<file path="config.mk">
export PLATFORM = sky130hd
export DESIGN_NAME = round_robin_arbiter
export DESIGN_NICKNAME = d
export VERILOG_FILES = /design/src/rtl/round_robin_arbiter.sv
export SDC_FILE = /design/constraint.sdc
export NUM_CORES = 1
export LEC_CHECK = 0
export BUFFER_PORTS_ARGS = -buffer_cell sky130_fd_sc_hd__buf_4
export CORE_AREA = 10 10 47 49
export DETAILED_ROUTE_END_ITERATION = 8
export DIE_AREA = 0 0 57 59
export PLACE_DENSITY = 0.75
export SETUP_SLACK_MARGIN = 0.05
export SLEW_MARGIN = 20
export SYNTH_ARGS = -nofsm -noshare
export SYNTH_HDL_FRONTEND = slang
export SYNTH_SLANG_ARGS = --single-unit
</file>
<file path="constraint.sdc">
create_clock -name i_clock -period 2.2 [get_ports i_clock]
set_clock_uncertainty 0.1 [all_clocks]
set_input_delay 0.33 -clock i_clock [delete_from_list [all_inputs] [get_ports i_clock]]
set_output_delay 0.33 -clock i_clock [all_outputs]
set_load 0.05 [all_outputs]
</file>
<file path="src/rtl/round_robin_arbiter.sv">
// Round-robin arbiter with registered one-hot grant; 1-cycle request-to-grant latency.
// No backpressure: the owner keeps the grant until it releases or HOLD_LIMIT forces a handover.
module round_robin_arbiter #(
  parameter int NUM_REQ    = 4,
  parameter int HOLD_LIMIT = 0
) (
  input  logic                       i_clock,
  input  logic                       i_aresetn,
  input  logic [NUM_REQ-1:0]         i_req,
  output logic [NUM_REQ-1:0]         o_grant,
  output logic [$clog2(NUM_REQ)-1:0] o_grant_idx,
  output logic                       o_grant_valid
);

  localparam int IDX_W = $clog2(NUM_REQ);
  localparam int CNT_W = (HOLD_LIMIT > 0) ? $clog2(HOLD_LIMIT + 1) : 1;
  localparam logic [CNT_W-1:0] CNT_MAX  = CNT_W'(HOLD_LIMIT);
  localparam logic [IDX_W-1:0] IDX_LAST = IDX_W'(NUM_REQ - 1);

  typedef enum logic {IDLE, GRANT} state_e;

  state_e             state_q, state_d;
  logic [NUM_REQ-1:0] grant_q, grant_d;
  logic [IDX_W-1:0]   idx_q, idx_d;
  logic               valid_q, valid_d;
  logic [IDX_W-1:0]   ptr_q, ptr_d;
  logic [CNT_W-1:0]   cnt_q, cnt_d;

  logic [NUM_REQ-1:0] arb_req;
  logic [NUM_REQ-1:0] masked;
  logic [IDX_W-1:0]   win_m;
  logic [IDX_W-1:0]   win_u;
  logic [IDX_W-1:0]   winner;
  logic               owner_hold;
  logic               hold_expired;
  logic               do_arb;

  always_comb begin
    // The owner's bit is excluded so a forced handover cannot re-elect it.
    arb_req      = i_req & ~grant_q;
    owner_hold   = (state_q == GRANT) && (|(i_req & grant_q));
    hold_expired = (HOLD_LIMIT > 0) && owner_hold && (cnt_q == CNT_MAX) && (|arb_req);
    do_arb       = !owner_hold || hold_expired;

    masked = '0;
    win_m  = '0;
    win_u  = '0;
    for (int i = NUM_REQ - 1; i >= 0; i--) begin
      masked[i] = arb_req[i] && (i >= int'(ptr_q));
      if (masked[i]) win_m = IDX_W'(i);
      if (arb_req[i]) win_u = IDX_W'(i);
    end
    winner = (|masked) ? win_m : win_u;

    state_d = state_q;
    grant_d = grant_q;
    idx_d   = idx_q;
    valid_d = valid_q;
    ptr_d   = ptr_q;
    cnt_d   = cnt_q;

    if (do_arb) begin
      cnt_d = '0;
      if (|arb_req) begin
        state_d         = GRANT;
        grant_d         = '0;
        grant_d[winner] = 1'b1;
        idx_d           = winner;
        valid_d         = 1'b1;
        ptr_d           = (winner == IDX_LAST) ? '0 : winner + 1'b1;
      end else begin
        state_d = IDLE;
        grant_d = '0;
        idx_d   = '0;
        valid_d = 1'b0;
      end
    end else if ((HOLD_LIMIT > 0) && (|arb_req) && (cnt_q != CNT_MAX)) begin
      // Tenure only ages while someone else is actually waiting.
      cnt_d = cnt_q + 1'b1;
    end
  end

  always_ff @(posedge i_clock or negedge i_aresetn) begin
    if (!i_aresetn) begin
      state_q <= IDLE;
      grant_q <= '0;
      idx_q   <= '0;
      valid_q <= 1'b0;
      ptr_q   <= '0;
      cnt_q   <= '0;
    end else begin
      state_q <= state_d;
      grant_q <= grant_d;
      idx_q   <= idx_d;
      valid_q <= valid_d;
      ptr_q   <= ptr_d;
      cnt_q   <= cnt_d;
    end
  end

  assign o_grant       = grant_q;
  assign o_grant_idx   = idx_q;
  assign o_grant_valid = valid_q;

endmodule

</file>
Word-level counts from Yosys, hierarchy flattened
Cells that the tools add are included.
Cells by class
  bitwise logic cells: 4
  multiplexer cells: 14
  $add $sub $neg: 1
  reduce and logical (&&, ||, !) cells: 9
  $lt $le $gt $ge: 5
  equal/unequal tests: 1
Operators by type and width (count)
  2-to-1 mux 2 bit: 10
  OR reduction 4 bit: 3
  bitwise AND 4 bit: 2
  logical AND 1 bit: 5
  greater-or-equal comparator 1 x 2 -> 1 bit, first input constant: 2
  2-to-1 mux 4 bit: 1
  NOT 4 bit: 1
  less-than comparator 2 x 3 -> 1 bit, second input constant: 1
  adder 2 x 1 -> 2 bit, second input constant: 1
  demux 1 bit (select 2 bit): 1
  equality test 2 bit, second input constant: 1
  greater-or-equal comparator 2 x 1 -> 1 bit, second input constant: 1
  greater-or-equal comparator 2 bit, first input constant: 1
  2-to-1 mux 1 bit: 2
  AND reduction 2 bit: 1
  NOT 1 bit: 1
Storage, ports and cells
  output and inout bits: 7
  flip-flop bits (word level): 9

Logic depth before layout (Yosys ltp)
  depth after elaboration: 12
  gate-level depth with buffers: 6
  gate-level depth less buffers: 6

Worst setup path after synthesis
OpenSTA, ideal clock, no wires.
  kind: register -> register
  from: reg grant_q[2] (netlist: o_grant[2])
  to: reg ptr_q[1]
  clock period less this slack: 2.128 ns
  arrival: 1.903 ns
  slack: 0.072 ns
  required time: 1.975 ns
  stages on the path, launching flop included: 7
  cell sequence: dfrtp_1 > nor2b_4 > or3b_1 > o211ai_2 > inv_1 > ha_1 > mux2_4
Between the ends
  cells in the longest elaborated chain, start to end: 9
RTL lines
  start, declared: line 23  | logic [NUM_REQ-1:0] grant_q, grant_d;
  start signal, assigned: line 93  | grant_q <= grant_d;
  NOT 4 bit: line 40  | arb_req = i_req & ~grant_q;
  bitwise AND 4 bit: line 40
  logical AND 1 bit: line 49  | masked[i] = arb_req[i] && (i >= int'(ptr_q));
  2-to-1 mux 2 bit (3 in series): line 50  | if (masked[i]) win_m = IDX_W'(i);
  2-to-1 mux 2 bit: line 53  | winner = (|masked) ? win_m : win_u;
  adder 2 x 1 -> 2 bit / equality test 2 bit (equally long branches): line 70  | ptr_d = (winner == IDX_LAST) ? '0 : winner + 1'b1;
  2-to-1 mux 2 bit: line 70
  end signal, assigned: line 96  | ptr_q <= ptr_d;
  end, declared: line 26  | logic [IDX_W-1:0] ptr_q, ptr_d;
Parallel ways exist; a longest one is shown, timed or not.
A chain may end at the register's enable or synchronous reset.

Worst setup path after layout
Ends and elaborated chain as after synthesis.

==> results.txt <==
GR Util All Layers: 6.98%
first-pass GRT wire length: 1930 um
port bufs: 12
RSZ-0062 raised after global routing: false
row count: 14
area grow syn2layout: 28.7%
Final WS setup: 0.231 ns
post-cts sizing count: 0
max cap viols: 0
clock buffers created by TritonCTS: 3
H-tree depth: 1
drc violations: 0
clk_lat worst skew: 0.25 ns
pwr dens: 1670 nW/um2
IO Pins: 13
layout cell share with drive strength beyond 1: 44.6%
status: finished clean
post-layout util: 51.7%
Seq/Total Area, Yosys: 40.0%
Unique masters post-synth: 25
Synthesis Warnings: 0
Core Box Area: 1400 um2
startpoint class of the critical path: register
die footprint: 3360 um2
drt wl/cell: 14.5 um
period utilization: 89.5%
pre-CTS setup slack: 0.249 ns
Slew @ Worst Pin: 0.344 ns
CTS tree: yes
Die X: 57 um
post-route setup TNS: 0 ns
CP Max Fanout: 4
Placed Area: 688 um2
final hold viol count: 0
initial antenna violation count: 0
fin nets: 76
fin area: 724 um2
post-DP HPWL: 946 um
CTS root buf: clkbuf_4
LEAKAGE: 0.354 nW
routability cong.: 0.741
Post-Route Hold Slack: 0.339 ns
DIE HEIGHT: 59 um
Max IR drop VDD: 957 uV
Syn Area/Cell: 12.2 um2
Antenna Cells: 0
clk buf depth: 2
CP Capture Type: register
initial DRC count: 5
CP arrival: 2.01 ns
Slew Limit Fails: 0
number of global-route vias before repair: 426
HP Class: input port to asynchronous set/reset pin
cells after synthesis: 46
routed via count: 410
CTS Sinks: 9
FMAX: 508 MHz
initial core utilization: 40.2%
Tot Pwr: 1.21 mW
DRT Wirelength: 1180 um
DP Cell Count: 76
critical path type: register to register
critical path data required time: 2.24 ns
largest net degree at the start of global routing: 10
Pre-Repair DR Iteration Count: 2
Synth Register Bits: 9
vias per cell: 5.06
Cell Area, Synth: 563 um2
shortest period the worst path allows: 1.97 ns
syn nets: 56
Final ANT Viol Nets: 0
GRT Residual Overflow: 0
Final Setup Violations: 0
filler-free cell count of the finished design: 81
Max-slew headroom: 76.9%
clk slew on worst S/H paths: 0.06 ns
==> routing by layer <==
layer	wire length, um	global-route usage (%)	up-vias
li1	-	-	208
met1	574	8.53	192
met2	529	10.4	8
met3	50	2.36	2
met4	21	4.03	0
met5	0	0	-
==> layout make-up <==
type | count | area [um2]
sequential | 9 | 225
clock buffer | 4 | 26.3
inverter | 3 | 11.3
multi-input combinational | 34 | 327
fill | 125 | 677
tap | 16 | 20.0
timing repair buffer | 15 | 115
==> cell usage in the layout, fill, tap and decap left out, types with 2 or more instances in the layout <==
master	count
buf_4	14
dfrtp_1	9
ha_1	4
inv_1	3
a22o_2	3
clkbuf_4	3
nor2b_4	2
nand2b_1	2
a22oi_1	2
nand2_1	2
o21ai_1	2
mux2_4	2
==> logic make-up after synthesis <==
kind of cell / after synthesis / share of synthesized area [%]
mux: 2 / 5.33
simple gates: 13 / 21.1
buf+inv: 3 / 2.00
fa+ha+maj: 4 / 8.89
flops: 9 / 40.0
compound gates: 15 / 22.7
==> registers in the layout (all words and copies together) (netlist names) <==
| signal | cells |
|---|---|
| o_grant | 4 |
| ptr_q | 2 |
| o_grant_idx | 2 |
| o_grant_valid | 1 |
==> what timing repair did <==
item | 4_1_cts | 5_1_grt
hold buffers | 1 | 0
buffers inserted | 0 | 0
hold endpoints to repair | 9 | 0
==> synth_stat cells <==
library cell,n,area [um2]
nand2b_1,2,12.5
or2_1,1,6.26
a22o_1,1,8.76
o21a_1,1,7.51
inv_1,3,11.3
o211ai_2,1,12.5
o22ai_1,1,6.26
a22oi_1,2,15.0
ha_1,4,50.1
nor4_4,1,21.3
nor2b_1,1,6.26
nor2b_2,1,8.76
or3b_1,1,8.76
dfrtp_1,9,225
nor2_4,1,11.3
mux2_4,2,30.0
o21ai_1,2,10.0
nand2_1,2,7.51
nor4b_1,1,8.76
a21oi_1,1,5.00
nor2b_4,2,27.5
a31oi_1,1,6.26
a21boi_1,1,7.51
a22o_2,3,30.0
a21boi_4,1,18.8
==> report_power, final <==
part           internal [mW]  switching [mW]
clock                 0.0696          0.0534
combinational          0.329           0.437
sequential             0.240          0.0815
total                  0.639           0.572
==> final timing paths <==
check / endpoint / cells past startpoint / slack, ns / start
max: ptr_q[1] / 6 / 0.23 / o_grant[2]
min: o_grant[2] / 2 / 0.34 / i_aresetn
max reg2reg: ptr_q[1] / 6 / 0.23 / o_grant[2]
min reg2reg: o_grant_idx[1] / 2 / 0.40 / o_grant_idx[1]
max in group asynchronous: ptr_q[0] / 2 / 1.53 / i_aresetn
min in group i_clock: o_grant_idx[1] / 2 / 0.40 / o_grant_idx[1]
==> worst max-delay path: stages (launching register included) <==
cell and delay, ns:
dfrtp_1 0.43, nor2b_4 0.18, or3b_1 0.39, o211ai_2 0.09, inv_1 0.10, ha_1 0.30, mux2_4 0.26
Note: power is estimated with default switching activity, not from simulation.
